File: config.mk
export PLATFORM = sky130hd
export DESIGN_NAME = zcmt_jt_fetch_flat
export DESIGN_NICKNAME = d
export VERILOG_FILES = /design/src/rtl/zcmt_pkg.sv /design/src/rtl/zcmt_jt_fetch_if.sv /design/src/rtl/zcmt_jt_cache.sv /design/src/rtl/zcmt_jt_fetch.sv /design/src/flat_wrapper.sv
export SDC_FILE = /design/constraint.sdc
export NUM_CORES = 1
export LEC_CHECK = 0
export ABC_AREA = 0
export CAP_MARGIN = 20
export CORE_MARGIN = 10
export CORE_UTILIZATION = 39
export DETAILED_ROUTE_END_ITERATION = 10
export PLACE_DENSITY_LB_ADDON = 0.05
export SKIP_LAST_GASP = 1
export SLEW_MARGIN = 20
export SYNTH_ARGS = -nofsm -noshare
export SYNTH_HDL_FRONTEND = slang
export SYNTH_HIERARCHICAL = 1
export SYNTH_SLANG_ARGS = --single-unit
File: constraint.sdc
create_clock -name clk_i -period 1.6 [get_ports clk_i]
set_clock_uncertainty 0.05 [all_clocks]
set_input_delay 0.4 -clock clk_i [delete_from_list [all_inputs] [get_ports clk_i]]
set_output_delay 0.4 -clock clk_i [all_outputs]
set_load 0.005 [all_outputs]
File: src/rtl/zcmt_pkg.sv
// ---------------------------------------------------------------------------
// zcmt_pkg
// Shared types and constants for the ZCMT jump-table fetch path.
//  - zcmt_fetch_state_e : handshake FSM encoding (IDLE, REQ, TAG, WAIT, DRAIN)
//  - jt_cache_entry_t   : one entry of the optional jump-table entry cache
//  - jvt_t              : JVT CSR layout {base, mode}
//  - dcache_req_i_t / dcache_req_o_t : dcache load-port request/response
//  - zcmt_entry_addr()  : table entry address with 32-bit wrap
// ---------------------------------------------------------------------------
package zcmt_pkg;

    localparam int unsigned ZCMT_XLEN        = 32;
    localparam int unsigned ZCMT_ENTRY_BYTES = 4;
    localparam int unsigned ZCMT_INDEX_W     = 8;

    // dcache geometry for a 32-bit core: 12-bit index (page offset) + 20-bit tag
    localparam int unsigned DC_INDEX_W = 12;
    localparam int unsigned DC_TAG_W   = 20;

    typedef enum logic [2:0] {
        ZCMT_IDLE  = 3'd0,
        ZCMT_REQ   = 3'd1,
        ZCMT_TAG   = 3'd2,
        ZCMT_WAIT  = 3'd3,
        ZCMT_DRAIN = 3'd4
    } zcmt_fetch_state_e;

    typedef struct packed {
        logic        valid;
        logic [7:0]  index;
        logic [31:0] target;
    } jt_cache_entry_t;

    typedef struct packed {
        logic [ZCMT_XLEN-7:0] base;
        logic [5:0]           mode;
    } jvt_t;

    typedef struct packed {
        logic [DC_INDEX_W-1:0] address_index;
        logic [DC_TAG_W-1:0]   address_tag;
        logic [31:0]           data_wdata;
        logic [0:0]            data_wuser;
        logic                  data_req;
        logic                  data_we;
        logic [3:0]            data_be;
        logic [1:0]            data_size;
        logic [0:0]            data_id;
        logic                  kill_req;
        logic                  tag_valid;
    } dcache_req_i_t;

    typedef struct packed {
        logic        data_gnt;
        logic        data_rvalid;
        logic [0:0]  data_rid;
        logic [31:0] data_rdata;
        logic [0:0]  data_ruser;
    } dcache_req_o_t;

    // {base,6'b0} + index*4; the carry out of bit 31 is intentionally dropped.
    function automatic logic [31:0] zcmt_entry_addr(input logic [ZCMT_XLEN-7:0] base,
                                                    input logic [ZCMT_INDEX_W-1:0] idx);
        return {base, 6'b0} + {22'b0, idx, 2'b0};
    endfunction

endpackage

File: src/rtl/zcmt_jt_fetch_if.sv
// ---------------------------------------------------------------------------
// zcmt_jt_fetch_if
// dcache load-port bundle between the jump-table fetch engine and the dcache.
//  req_port_o : request  (fetch engine -> dcache)
//  req_port_i : response (dcache -> fetch engine)
// Modports: master = fetch engine, slave = dcache.
// ---------------------------------------------------------------------------
interface zcmt_jt_fetch_if;
    import zcmt_pkg::*;

    dcache_req_i_t req_port_o;
    dcache_req_o_t req_port_i;

    modport master (output req_port_o, input req_port_i);
    modport slave  (input req_port_o, output req_port_i);

endinterface

File: src/rtl/zcmt_jt_cache.sv
// ---------------------------------------------------------------------------
// zcmt_jt_cache
// Small fully associative cache of jump-table entries keyed by the 8-bit
// table index, round-robin replacement. Only built with ZCMT_JT_CACHE_EN.
// Ports:
//  clk_i, rst_ni      clock, asynchronous active-low reset
//  i_lookup_index     index to look up (combinational hit/target)
//  o_hit, o_target    lookup result
//  i_fill_en          write {i_fill_index, i_fill_target} into the RR slot
//  i_inval            clear all entries; wins over a same-cycle fill
// ---------------------------------------------------------------------------
module zcmt_jt_cache
    import zcmt_pkg::*;
#(
    parameter int unsigned DEPTH = 4
) (
    input  logic        clk_i,
    input  logic        rst_ni,
    input  logic [7:0]  i_lookup_index,
    output logic        o_hit,
    output logic [31:0] o_target,
    input  logic        i_fill_en,
    input  logic [7:0]  i_fill_index,
    input  logic [31:0] i_fill_target,
    input  logic        i_inval
);

    localparam int unsigned PTR_W = $clog2(DEPTH);

    jt_cache_entry_t  r_entries [DEPTH];
    logic [PTR_W-1:0] r_rr_ptr;

    always_comb begin
        o_hit    = 1'b0;
        o_target = '0;
        for (int i = 0; i < DEPTH; i++) begin
            if (r_entries[i].valid && (r_entries[i].index == i_lookup_index)) begin
                o_hit    = 1'b1;
                o_target = r_entries[i].target;
            end
        end
    end

    // Fills only happen after a lookup miss, so an index is never stored twice.
    always_ff @(posedge clk_i or negedge rst_ni) begin
        if (!rst_ni) begin
            for (int i = 0; i < DEPTH; i++) begin
                r_entries[i] <= '0;
            end
            r_rr_ptr <= '0;
        end else if (i_inval) begin
            for (int i = 0; i < DEPTH; i++) begin
                r_entries[i].valid <= 1'b0;
            end
            r_rr_ptr <= '0;
        end else if (i_fill_en) begin
            r_entries[r_rr_ptr] <= '{valid: 1'b1, index: i_fill_index, target: i_fill_target};
            r_rr_ptr            <= r_rr_ptr + 1'b1;
        end
    end

endmodule

File: src/rtl/zcmt_jt_fetch.sv
// ---------------------------------------------------------------------------
// zcmt_jt_fetch
// Jump-table entry fetch engine for cm.jt / cm.jalt. Accepts a table index,
// forms jvt.base + index*4, runs one dcache load (req/gnt, index phase,
// tag phase, rvalid) and returns the 32-bit target, or drains the load
// cleanly on a flush.
// Optional feature macro: ZCMT_JT_CACHE_EN (adds the zcmt_jt_cache entry cache).
// Ports:
//  clk_i, rst_ni    clock, asynchronous active-low reset
//  flush_i          abort the fetch in progress
//  fetch_valid_i    request; fetch_index_i held stable until accepted
//  fetch_ready_o    engine idle, request can be accepted
//  fetch_index_i    table index (instr[9:2])
//  jvt_i, jvt_wr_i  JVT CSR value and write strobe
//  entry_valid_o    one-cycle pulse, entry_o valid
//  entry_o          target address read from the table
//  dc               dcache load port (master side)
// ---------------------------------------------------------------------------
module zcmt_jt_fetch
    import zcmt_pkg::*;
#(
    parameter int unsigned XLEN           = 32,
    parameter int unsigned JT_CACHE_DEPTH = 4
) (
    input  logic                   clk_i,
    input  logic                   rst_ni,
    input  logic                   flush_i,
    input  logic                   fetch_valid_i,
    output logic                   fetch_ready_o,
    input  logic [ZCMT_INDEX_W-1:0] fetch_index_i,
    input  jvt_t                   jvt_i,
    input  logic                   jvt_wr_i,
    output logic                   entry_valid_o,
    output logic [31:0]            entry_o,
    zcmt_jt_fetch_if.master        dc
);

    localparam logic [2:0] S_IDLE  = 3'(ZCMT_IDLE);
    localparam logic [2:0] S_REQ   = 3'(ZCMT_REQ);
    localparam logic [2:0] S_TAG   = 3'(ZCMT_TAG);
    localparam logic [2:0] S_WAIT  = 3'(ZCMT_WAIT);
    localparam logic [2:0] S_DRAIN = 3'(ZCMT_DRAIN);

    if (XLEN != 32) begin : g_bad_xlen
        $error("zcmt_jt_fetch: only XLEN == 32 is supported");
    end
    if ((JT_CACHE_DEPTH < 2) || ((JT_CACHE_DEPTH & (JT_CACHE_DEPTH - 1)) != 0)) begin : g_bad_depth
        $error("zcmt_jt_fetch: JT_CACHE_DEPTH must be a power of 2 and >= 2");
    end

    logic [2:0]              r_state;
    logic [2:0]              w_state_d;
    logic [31:0]             r_addr_q;
    logic [ZCMT_INDEX_W-1:0] r_index_q;
    logic                    r_kill_pend;
    logic                    r_entry_valid;
    logic [31:0]             r_entry;

    logic [31:0]   w_addr;
    logic          w_accept;
    logic          w_entry_load;
    logic [31:0]   w_entry_d;
    logic          w_fill_en;
    logic          w_kill;
    logic          w_tag_flush;
    logic          w_hit;
    logic [31:0]   w_hit_target;
    dcache_req_i_t w_req;

    logic w_gnt;
    logic w_rvalid;

    assign w_gnt    = dc.req_port_i.data_gnt;
    assign w_rvalid = dc.req_port_i.data_rvalid;
    assign w_addr   = zcmt_entry_addr(jvt_i.base, fetch_index_i);

    // A flush that lands on the grant cycle cannot cancel the request any more;
    // remember it so the tag phase kills the load instead.
    assign w_tag_flush = flush_i | r_kill_pend;

    always_comb begin
        w_state_d    = r_state;
        w_accept     = 1'b0;
        w_entry_load = 1'b0;
        w_entry_d    = dc.req_port_i.data_rdata;
        w_fill_en    = 1'b0;
        w_kill       = 1'b0;
        case (r_state)
            S_IDLE: begin
                if (fetch_valid_i && !flush_i) begin
                    if (w_hit) begin
                        w_entry_load = 1'b1;
                        w_entry_d    = w_hit_target;
                    end else begin
                        w_accept  = 1'b1;
                        w_state_d = S_REQ;
                    end
                end
            end
            S_REQ: begin
                if (w_gnt) begin
                    w_state_d = S_TAG;
                end else if (flush_i) begin
                    w_state_d = S_IDLE;
                end
            end
            S_TAG: begin
                w_kill = w_tag_flush;
                // An early rvalid completes the single outstanding load, so never
                // go on to DRAIN after it (nothing else would ever arrive).
                if (w_rvalid) begin
                    w_entry_load = !w_tag_flush;
                    w_fill_en    = !w_tag_flush;
                    w_state_d    = S_IDLE;
                end else if (w_tag_flush) begin
                    w_state_d = S_DRAIN;
                end else begin
                    w_state_d = S_WAIT;
                end
            end
            S_WAIT: begin
                if (w_rvalid) begin
                    w_entry_load = !flush_i;
                    w_fill_en    = !flush_i;
                    w_state_d    = S_IDLE;
                end else if (flush_i) begin
                    w_state_d = S_DRAIN;
                end
            end
            S_DRAIN: begin
                if (w_rvalid) begin
                    w_state_d = S_IDLE;
                end
            end
            default: begin
                w_state_d = S_IDLE;
            end
        endcase
    end

    always_ff @(posedge clk_i or negedge rst_ni) begin
        if (!rst_ni) begin
            r_state       <= S_IDLE;
            r_addr_q      <= '0;
            r_index_q     <= '0;
            r_kill_pend   <= 1'b0;
            r_entry_valid <= 1'b0;
            r_entry       <= '0;
        end else begin
            r_state       <= w_state_d;
            r_kill_pend   <= (r_state == S_REQ) && w_gnt && flush_i;
            r_entry_valid <= w_entry_load;
            if (w_entry_load) begin
                r_entry <= w_entry_d;
            end
            if (w_accept) begin
                r_addr_q  <= w_addr;
                r_index_q <= fetch_index_i;
            end
        end
    end

    always_comb begin
        w_req               = '0;
        w_req.address_index = r_addr_q[DC_INDEX_W-1:0];
        w_req.address_tag   = r_addr_q[DC_INDEX_W+DC_TAG_W-1:DC_INDEX_W];
        w_req.data_req      = (r_state == S_REQ);
        w_req.data_we       = 1'b0;
        w_req.data_be       = 4'hF;
        w_req.data_size     = 2'b10;
        w_req.data_id       = 1'b1;
        w_req.tag_valid     = (r_state == S_TAG);
        w_req.kill_req      = w_kill;
    end

    assign dc.req_port_o  = w_req;
    assign fetch_ready_o  = (r_state == S_IDLE);
    assign entry_valid_o  = r_entry_valid;
    assign entry_o        = r_entry;

`ifdef ZCMT_JT_CACHE_EN
    logic w_hit_raw;
    logic w_inval;

    // A flush while idle acts as a fence and drops every cached entry.
    assign w_inval = jvt_wr_i | (flush_i & (r_state == S_IDLE));

    zcmt_jt_cache #(
        .DEPTH (JT_CACHE_DEPTH)
    ) u_cache (
        .clk_i          (clk_i),
        .rst_ni         (rst_ni),
        .i_lookup_index (fetch_index_i),
        .o_hit          (w_hit_raw),
        .o_target       (w_hit_target),
        .i_fill_en      (w_fill_en),
        .i_fill_index   (r_index_q),
        .i_fill_target  (dc.req_port_i.data_rdata),
        .i_inval        (w_inval)
    );

    // Entries belong to the old table once the JVT is being rewritten.
    assign w_hit = w_hit_raw & ~jvt_wr_i;

    logic w_unused;
    assign w_unused = ^{jvt_i.mode, dc.req_port_i.data_rid, dc.req_port_i.data_ruser};
`else
    assign w_hit        = 1'b0;
    assign w_hit_target = '0;

    logic w_unused;
    assign w_unused = ^{jvt_i.mode, jvt_wr_i, r_index_q, w_fill_en,
                        dc.req_port_i.data_rid, dc.req_port_i.data_ruser};
`endif

endmodule

File: src/flat_wrapper.sv
// flat-port wrapper written by rule: the top's interface ports become plain ports
module zcmt_jt_fetch_flat import zcmt_pkg::*;
#(
    parameter int unsigned XLEN           = 32,
    parameter int unsigned JT_CACHE_DEPTH = 4
)
  (clk_i, rst_ni, flush_i, fetch_valid_i, fetch_ready_o, fetch_index_i, jvt_i, jvt_wr_i, entry_valid_o, entry_o, dc_req_port_o, dc_req_port_i);
  zcmt_jt_fetch_if dc_i ();
  input  logic clk_i;
  input  logic rst_ni;
  input  logic flush_i;
  input  logic fetch_valid_i;
  output logic fetch_ready_o;
  input  logic [ZCMT_INDEX_W-1:0] fetch_index_i;
  input  jvt_t jvt_i;
  input  logic jvt_wr_i;
  output logic entry_valid_o;
  output logic [31:0] entry_o;
  output wire logic [$bits(dc_i.req_port_o)-1:0] dc_req_port_o;
  input wire logic [$bits(dc_i.req_port_i)-1:0] dc_req_port_i;
  assign dc_req_port_o = dc_i.req_port_o;
  assign dc_i.req_port_i = dc_req_port_i;
  zcmt_jt_fetch #(.XLEN(XLEN), .JT_CACHE_DEPTH(JT_CACHE_DEPTH)) u_core (.clk_i(clk_i), .rst_ni(rst_ni), .flush_i(flush_i), .fetch_valid_i(fetch_valid_i), .fetch_ready_o(fetch_ready_o), .fetch_index_i(fetch_index_i), .jvt_i(jvt_i), .jvt_wr_i(jvt_wr_i), .entry_valid_o(entry_valid_o), .entry_o(entry_o), .dc(dc_i));
endmodule
# Word-level counts from Yosys, hierarchy flattened
# Index checks and enable logic that the tools add are counted.
# Widths: inputs -> output; s select.
word_totals:
  in_bits: 81
  register_bits: 69
  out_inout_bits: 110
classes:
  n_bitwise: 1
  mux: 15
  add_sub_neg: 1
  reduce_logical: 7
  eq_ne: 8
ops:
  columns: ["op", "count"]
  rows:
  - ["$add 32x10->32", 1]
  - ["$mux 3", 8]
  - ["$pmux 3 s5", 1]
  - ["$eq 3x2->1 const B", 2]
  - ["$mux 1", 5]
  - ["$reduce_and 4->1", 1]
  - ["$eq 3x1->1 const B", 1]
  - ["$eq 3x3->1 const B", 1]
  - ["$logic_and 1x1->1", 3]
  - ["$logic_not 3->1", 1]
  - ["$ne 3x2->1 const B", 1]
  - ["$ne 3x3->1 const B", 1]
  - ["$logic_not 1->1", 2]
  - ["$ne 2x1->1 const B", 1]
  - ["$ne 2x2->1 const B", 1]
  - ["$pmux 1 s2", 1]
  - ["$or 1x1->1", 1]

# Longest topological paths before layout
# Gate-level depths: netlist of the first run.
logic_depth:
  ltp_word: 4
  mapped_depth: 9

# Worst setup path after synthesis of the first run
# Ideal clock, no wire load.
synth_timing:
  path_type: "input -> register"
  startpoint: "input fetch_index_i[4]"
  endpoint: "register u_core.r_addr_q[30]"
  arrival_time_ns: 1.954
  required_time_ns: 1.421
  path_stages: 9
  setup_slack_ns: -0.533
  path_cell_list: "ha_1 inv_1 fa_1 nor2b_1 o21ai_1 buf_2 a2111oi_4 xnor2_1 o21ai_2"
synth_between:
  elab_chain_cells: 1
synth_rtl:
  columns: ["element", "line_no", "rtl"]
  rows:
  - ["start, declared", "flat_wrapper.sv:14", "input logic [ZCMT_INDEX_W-1:0] fetch_index_i;"]
  - ["$add 32x10->32", "zcmt_pkg.sv:64", "return {base, 6'b0} + {22'b0, idx, 2'b0};"]
  - ["end signal, assigned", "zcmt_jt_fetch.sv:157", "r_addr_q <= w_addr;"]
  - ["end, declared", "zcmt_jt_fetch.sv:53", "logic [31:0] r_addr_q;"]
# No other way between the ends.
# A chain may end at the register's enable or synchronous reset.

# Final worst setup path of the first run
layout_timing:
  startpoint: "register u_core.r_state[2]"
  endpoint: "output dc_req_port_o[1]"
layout_between:
  elab_chain_cells: 2
layout_rtl:
  columns: ["element", "line_no", "rtl"]
  rows:
  - ["start, declared", "zcmt_jt_fetch.sv:51", "logic [2:0] r_state;"]
  - ["start signal, assigned", "zcmt_jt_fetch.sv:150", "r_state <= w_state_d;"]
  - ["$eq 3x2->1", "zcmt_jt_fetch.sv:88", "case (r_state)"]
  - ["$mux 1", "zcmt_jt_fetch.sv:88", null]
  - ["end, declared", "flat_wrapper.sv:19", "output wire logic [$bits(dc_i.req_port_o)-1:0] dc_req_port_o;"]
# No other way between the ends.

==> flow_summary_export.csv, run 1 <==
group,metric,value,unit
cells_and_area,drive_gt1_share,24.46,%
worst_setup_path,critPathLaunchType,"register",
worst_setup_path,path_cells,"nor2b_2, nand2b_1, buf_4, nor2_1, buf_2",
yosys,synth_ff_type,"dfrtp_1",
global_route,grt_use_total,15.87,%
drt,avgViaCountPerCell,4.475,
power,p_sw_share,31.82,%
clocking,cts.clk_slew.worst_paths,0.08,ns
worst_setup_path,cp_num_cells,5,
power,power_frac_clock,20.8,%
die,core_area,8763,µm²
global_route,met1_usage,18.83,%
worst_setup_path,crit_type,"register to primary output",
power,ir_worst_vdd,0.0005545,V
clocking,clock_latency,0.33,ns
status,outcome,"finished with violations",
worst_setup_path,r2r_cells,5,
global_route,grt_overflow,0,
place,dp_slack,-1.048,ns
yosys,synth_edf_count,0,
die,start_util,40.22,%
drt,antenna_left,0,
clocking,cts_tree,"built",
global_route,grt_pass1_wl,17.13,mm
drt,drc_errors,0,
global_route,grtUsageMet2,26.01,%
power,p_per_area,1168,nW/µm²
power,p_leak,2.921,nW
worst_setup_path,critPathTopFamily,"flip-flops",
die,die_w,115.1,µm
yosys,synth_warnings,6,
worst_setup_path,r2r-start,"u_core/r_state[1]$_DFFE_PN0P_",
worst_setup_path,r2r_end,"u_core/r_addr_q[5]$_DFFE_PN0P_",
clocking,cts-root-buf,"clkbuf_8",
clocking,cts.htree.levels,3,
die,die-height,115.1,µm
flow_run,max-cap-violations,0,
sta,rsz0062_at_grt,"true",
drt,drtPass1Iterations,4,
yosys,syn_avg_cell_area,9.061,µm²
worst_setup_path,slowest_delay,0.41,ns
global_route,grt_max_degree,68,
sta,setup_ws,-0.1785,ns
sta,hold_violations,0,
global_route,grt_pass1_vias,3395,
power,switchingPower,0.002142,W
cells_and_area,area_growth,63.44,%
cells_and_area,n_antenna_cell,0,
sta,timing.final.max_slew_violations,0,
yosys,synth_area,3525,µm²
drt,wl_per_cell,15.26,µm
worst_setup_path,worstPathRequired,1.15,ns
drt,routed-via-count,3155,
cells_and_area,post-route-util,65.73,%
yosys,yosysSeqAreaShare,47.57,%
clocking,cts_sinks,67,
clocking,cts_buffers,9,
worst_setup_path,setup.worst_path.end,"dc_req_port_o[1]",
sta,final-setup-viol-count,11,
place,dpl.hpwl,8.047,mm
drt,drt_iter0_markers,110,
power,p_int,0.004588,W
power,finalPower,0.006729,W
die,die_area,13240,µm²
worst_setup_path,critPathMaxFanout,2,
yosys,synth_seq_cells,67,
power,pwr-share-seq,40.5,%
drt,routed_wirelength,10.76,mm
worst_setup_path,crit_path_top_delay_cell,"dfrtp_1",
die,rows,34,
worst_setup_path,cp_num_buf_inv,2,
place,port-buffer-count,138,
global_route,antenna_found_initial,0,
yosys,synth_cells,389,
worst_setup_path,critical_path.startpoint,"u_core/r_state[2]$_DFFE_PN0P_",
worst_setup_path,cp.arrival,1.33,ns
clocking,postCtsHoldBufs,0,
power,pwr-share-comb,38.7,%
worst_setup_path,r2r_slack,0.08,ns
clocking,clk_path_buf_depth,2,
place,place.gp.congestion,0.7735,
global_route,globalRoute.busiestLayer,"met2",
status,violations,"negative setup slack",
cells_and_area,layout.nets,678,
sta,fmax,562.3,MHz
sta,period_share,111.2,%
yosys,synthArstFlopShare,100.0,%
min_path,min_path_type,"primary input to async pin",
sta,holdWs,0.02243,ns
worst_setup_path,end_kind,"primary output",
yosys,yosysUniqueCellTypes,42,
sta,post-route-min-period,1.778,ns
global_route,grt_use_met3,5.469,%
die,io_pins,191,
[cell usage after synthesis (2+ instances only)]
cell / count / share of area (%)
a2111oi_4: 2 / 1.6
a211oi_1: 5 / 1.1
a21oi_1: 6 / 0.85
and4_4: 2 / 0.64
buf_2: 5 / 0.71
buf_4: 44 / 9.4
clkbuf_1: 9 / 0.96
conb_1: 2 / 0.21
dfrtp_1: 67 / 48
ha_1: 4 / 1.4
inv_1: 12 / 1.3
mux2_2: 5 / 1.6
nand2_1: 130 / 14
nand2b_1: 3 / 0.53
nand3_1: 2 / 0.28
nand3b_1: 2 / 0.43
nand4_1: 3 / 0.53
nor2_1: 7 / 0.75
nor2b_1: 4 / 0.71
nor3_1: 6 / 0.85
o21ai_0: 14 / 2.0
o21ai_1: 13 / 1.8
xnor2_1: 22 / 5.5
xor2_1: 2 / 0.50
[cell families after synthesis]
kind of cell             count (synthesis)  share of synthesized area [%]
AND/OR/NAND/NOR                        169                          21.30
buffers and inverters                   71                          12.42
flip-flops                              67                          47.57
AO/OA/AOI/OAI                           45                          8.662
XOR/XNOR                                24                          5.964
multiplexers                             6                          1.881
adder cells (fa/ha/maj)                  5                          1.988
other                                    2                         0.2131
[per-layer routing]
metal	share of wire [%]	vias to the layer above
met5	0	-
met4	1.2	0
met3	8.6	12
met2	49	108
met1	41	1459
li1	-	1576
[power groups by stage]
stage / combinational, W / sequential (W) / clock (W)
floorplan: 0.000875 / 0.00282 / 0
global route: 0.00293 / 0.00283 / 0.00153
global placement: 0.00291 / 0.00276 / 0
detailed placement: 0.00295 / 0.00279 / 0
finish: 0.00261 / 0.00272 / 0.00140
CTS: 0.00264 / 0.00273 / 0.00145
[through the flow]
step           setup TNS, ns  instance area [µm²]  instances
2_1_floorplan         -3.577                 3762        430
3_3_place_gp          -27.06                 5324        671
3_5_place_dp          -28.19                 5324        671
4_1_cts               -1.157                 5703        705
5_1_grt               -1.927                 5761        705
6_report              -1.062                 5761        705
[placed cells by master (no fill, tap or decap), drive strengths merged, types with 7 or more instances in the layout]
cell	instances
nor2	7
clkbuf	12
conb	43
xnor2	22
o21ai	28
clkdlybuf4s50	47
nand2	131
dlygate4sd2	75
buf	85
inv	12
dfrtp	67
[how the worst min path moves through the flow]
stage / depth (start not counted) / endpoint / slack (ns)
global route: 2 / u_core/entry_o[0]$_DFFE_PN0P_ / 0.05
detailed placement: 2 / u_core/entry_o[3]$_DFFE_PN0P_ / 0.40
global placement: 2 / u_core/entry_o[10]$_DFFE_PN0P_ / 0.40
CTS: 2 / u_core/r_state[0]$_DFFE_PN0P_ / 0.03
finish: 2 / u_core/entry_o[3]$_DFFE_PN0P_ / 0.02
floorplan: 0 / u_core/entry_o[0]$_DFFE_PN0P_ / 0.05
[area by class of cell]
| type | instances | area (µm²) |
|---|---|---|
| inverter | 12 | 45.04 |
| clock inverter | 4 | 50.05 |
| multi-input combinational | 292 | 1803 |
| fill | 772 | 3003 |
| tap | 108 | 135.1 |
| clock buffer | 12 | 145.1 |
| sequential | 67 | 1677 |
| timing repair buffer | 210 | 1906 |
[what timing repair did]
item | in CTS | in global routing
gates resized for setup | 159 | 22
gates cloned | 1 | 0
endpoints found under the setup margin | 90 | 59
pin swaps | 37 | 26
setup buffers | 17 | 1
[sequential cells by signal (all words and copies together) (netlist names)]
register and count:
u_core/entry_o 32, u_core/r_kill_pend 1, u_core/entry_valid_o 1, u_core/r_state 3, u_core/r_addr_q 30
[worst register-to-register path: cells and delay by family, from the launching register on]
family | cells | cell delay [ns]
buf+inv | 2 | 0.34
mux | 1 | 0.27
flops | 1 | 0.38
simple gates | 2 | 0.36
Power figures use the tool's default switching activity.
==> run 2, diff against run 1 <==
--- a/config.mk
+++ b/config.mk
@@ -9,6 +9,7 @@
 export CAP_MARGIN = 20
 export CORE_MARGIN = 10
 export CORE_UTILIZATION = 39
+export CTS_CLUSTER_SIZE = 28
 export DETAILED_ROUTE_END_ITERATION = 10
 export PLACE_DENSITY_LB_ADDON = 0.05
 export SKIP_LAST_GASP = 1
==> results of run 2 <==
Final layout, timing and power as in run 1 (identical DEF).
==> run 3, diff against run 2 <==
--- a/config.mk
+++ b/config.mk
@@ -6,7 +6,6 @@
 export NUM_CORES = 1
 export LEC_CHECK = 0
 export ABC_AREA = 0
-export CAP_MARGIN = 20
 export CORE_MARGIN = 10
 export CORE_UTILIZATION = 39
 export CTS_CLUSTER_SIZE = 28
==> results of run 3 <==
Final layout, timing and power as in run 1 (identical DEF).
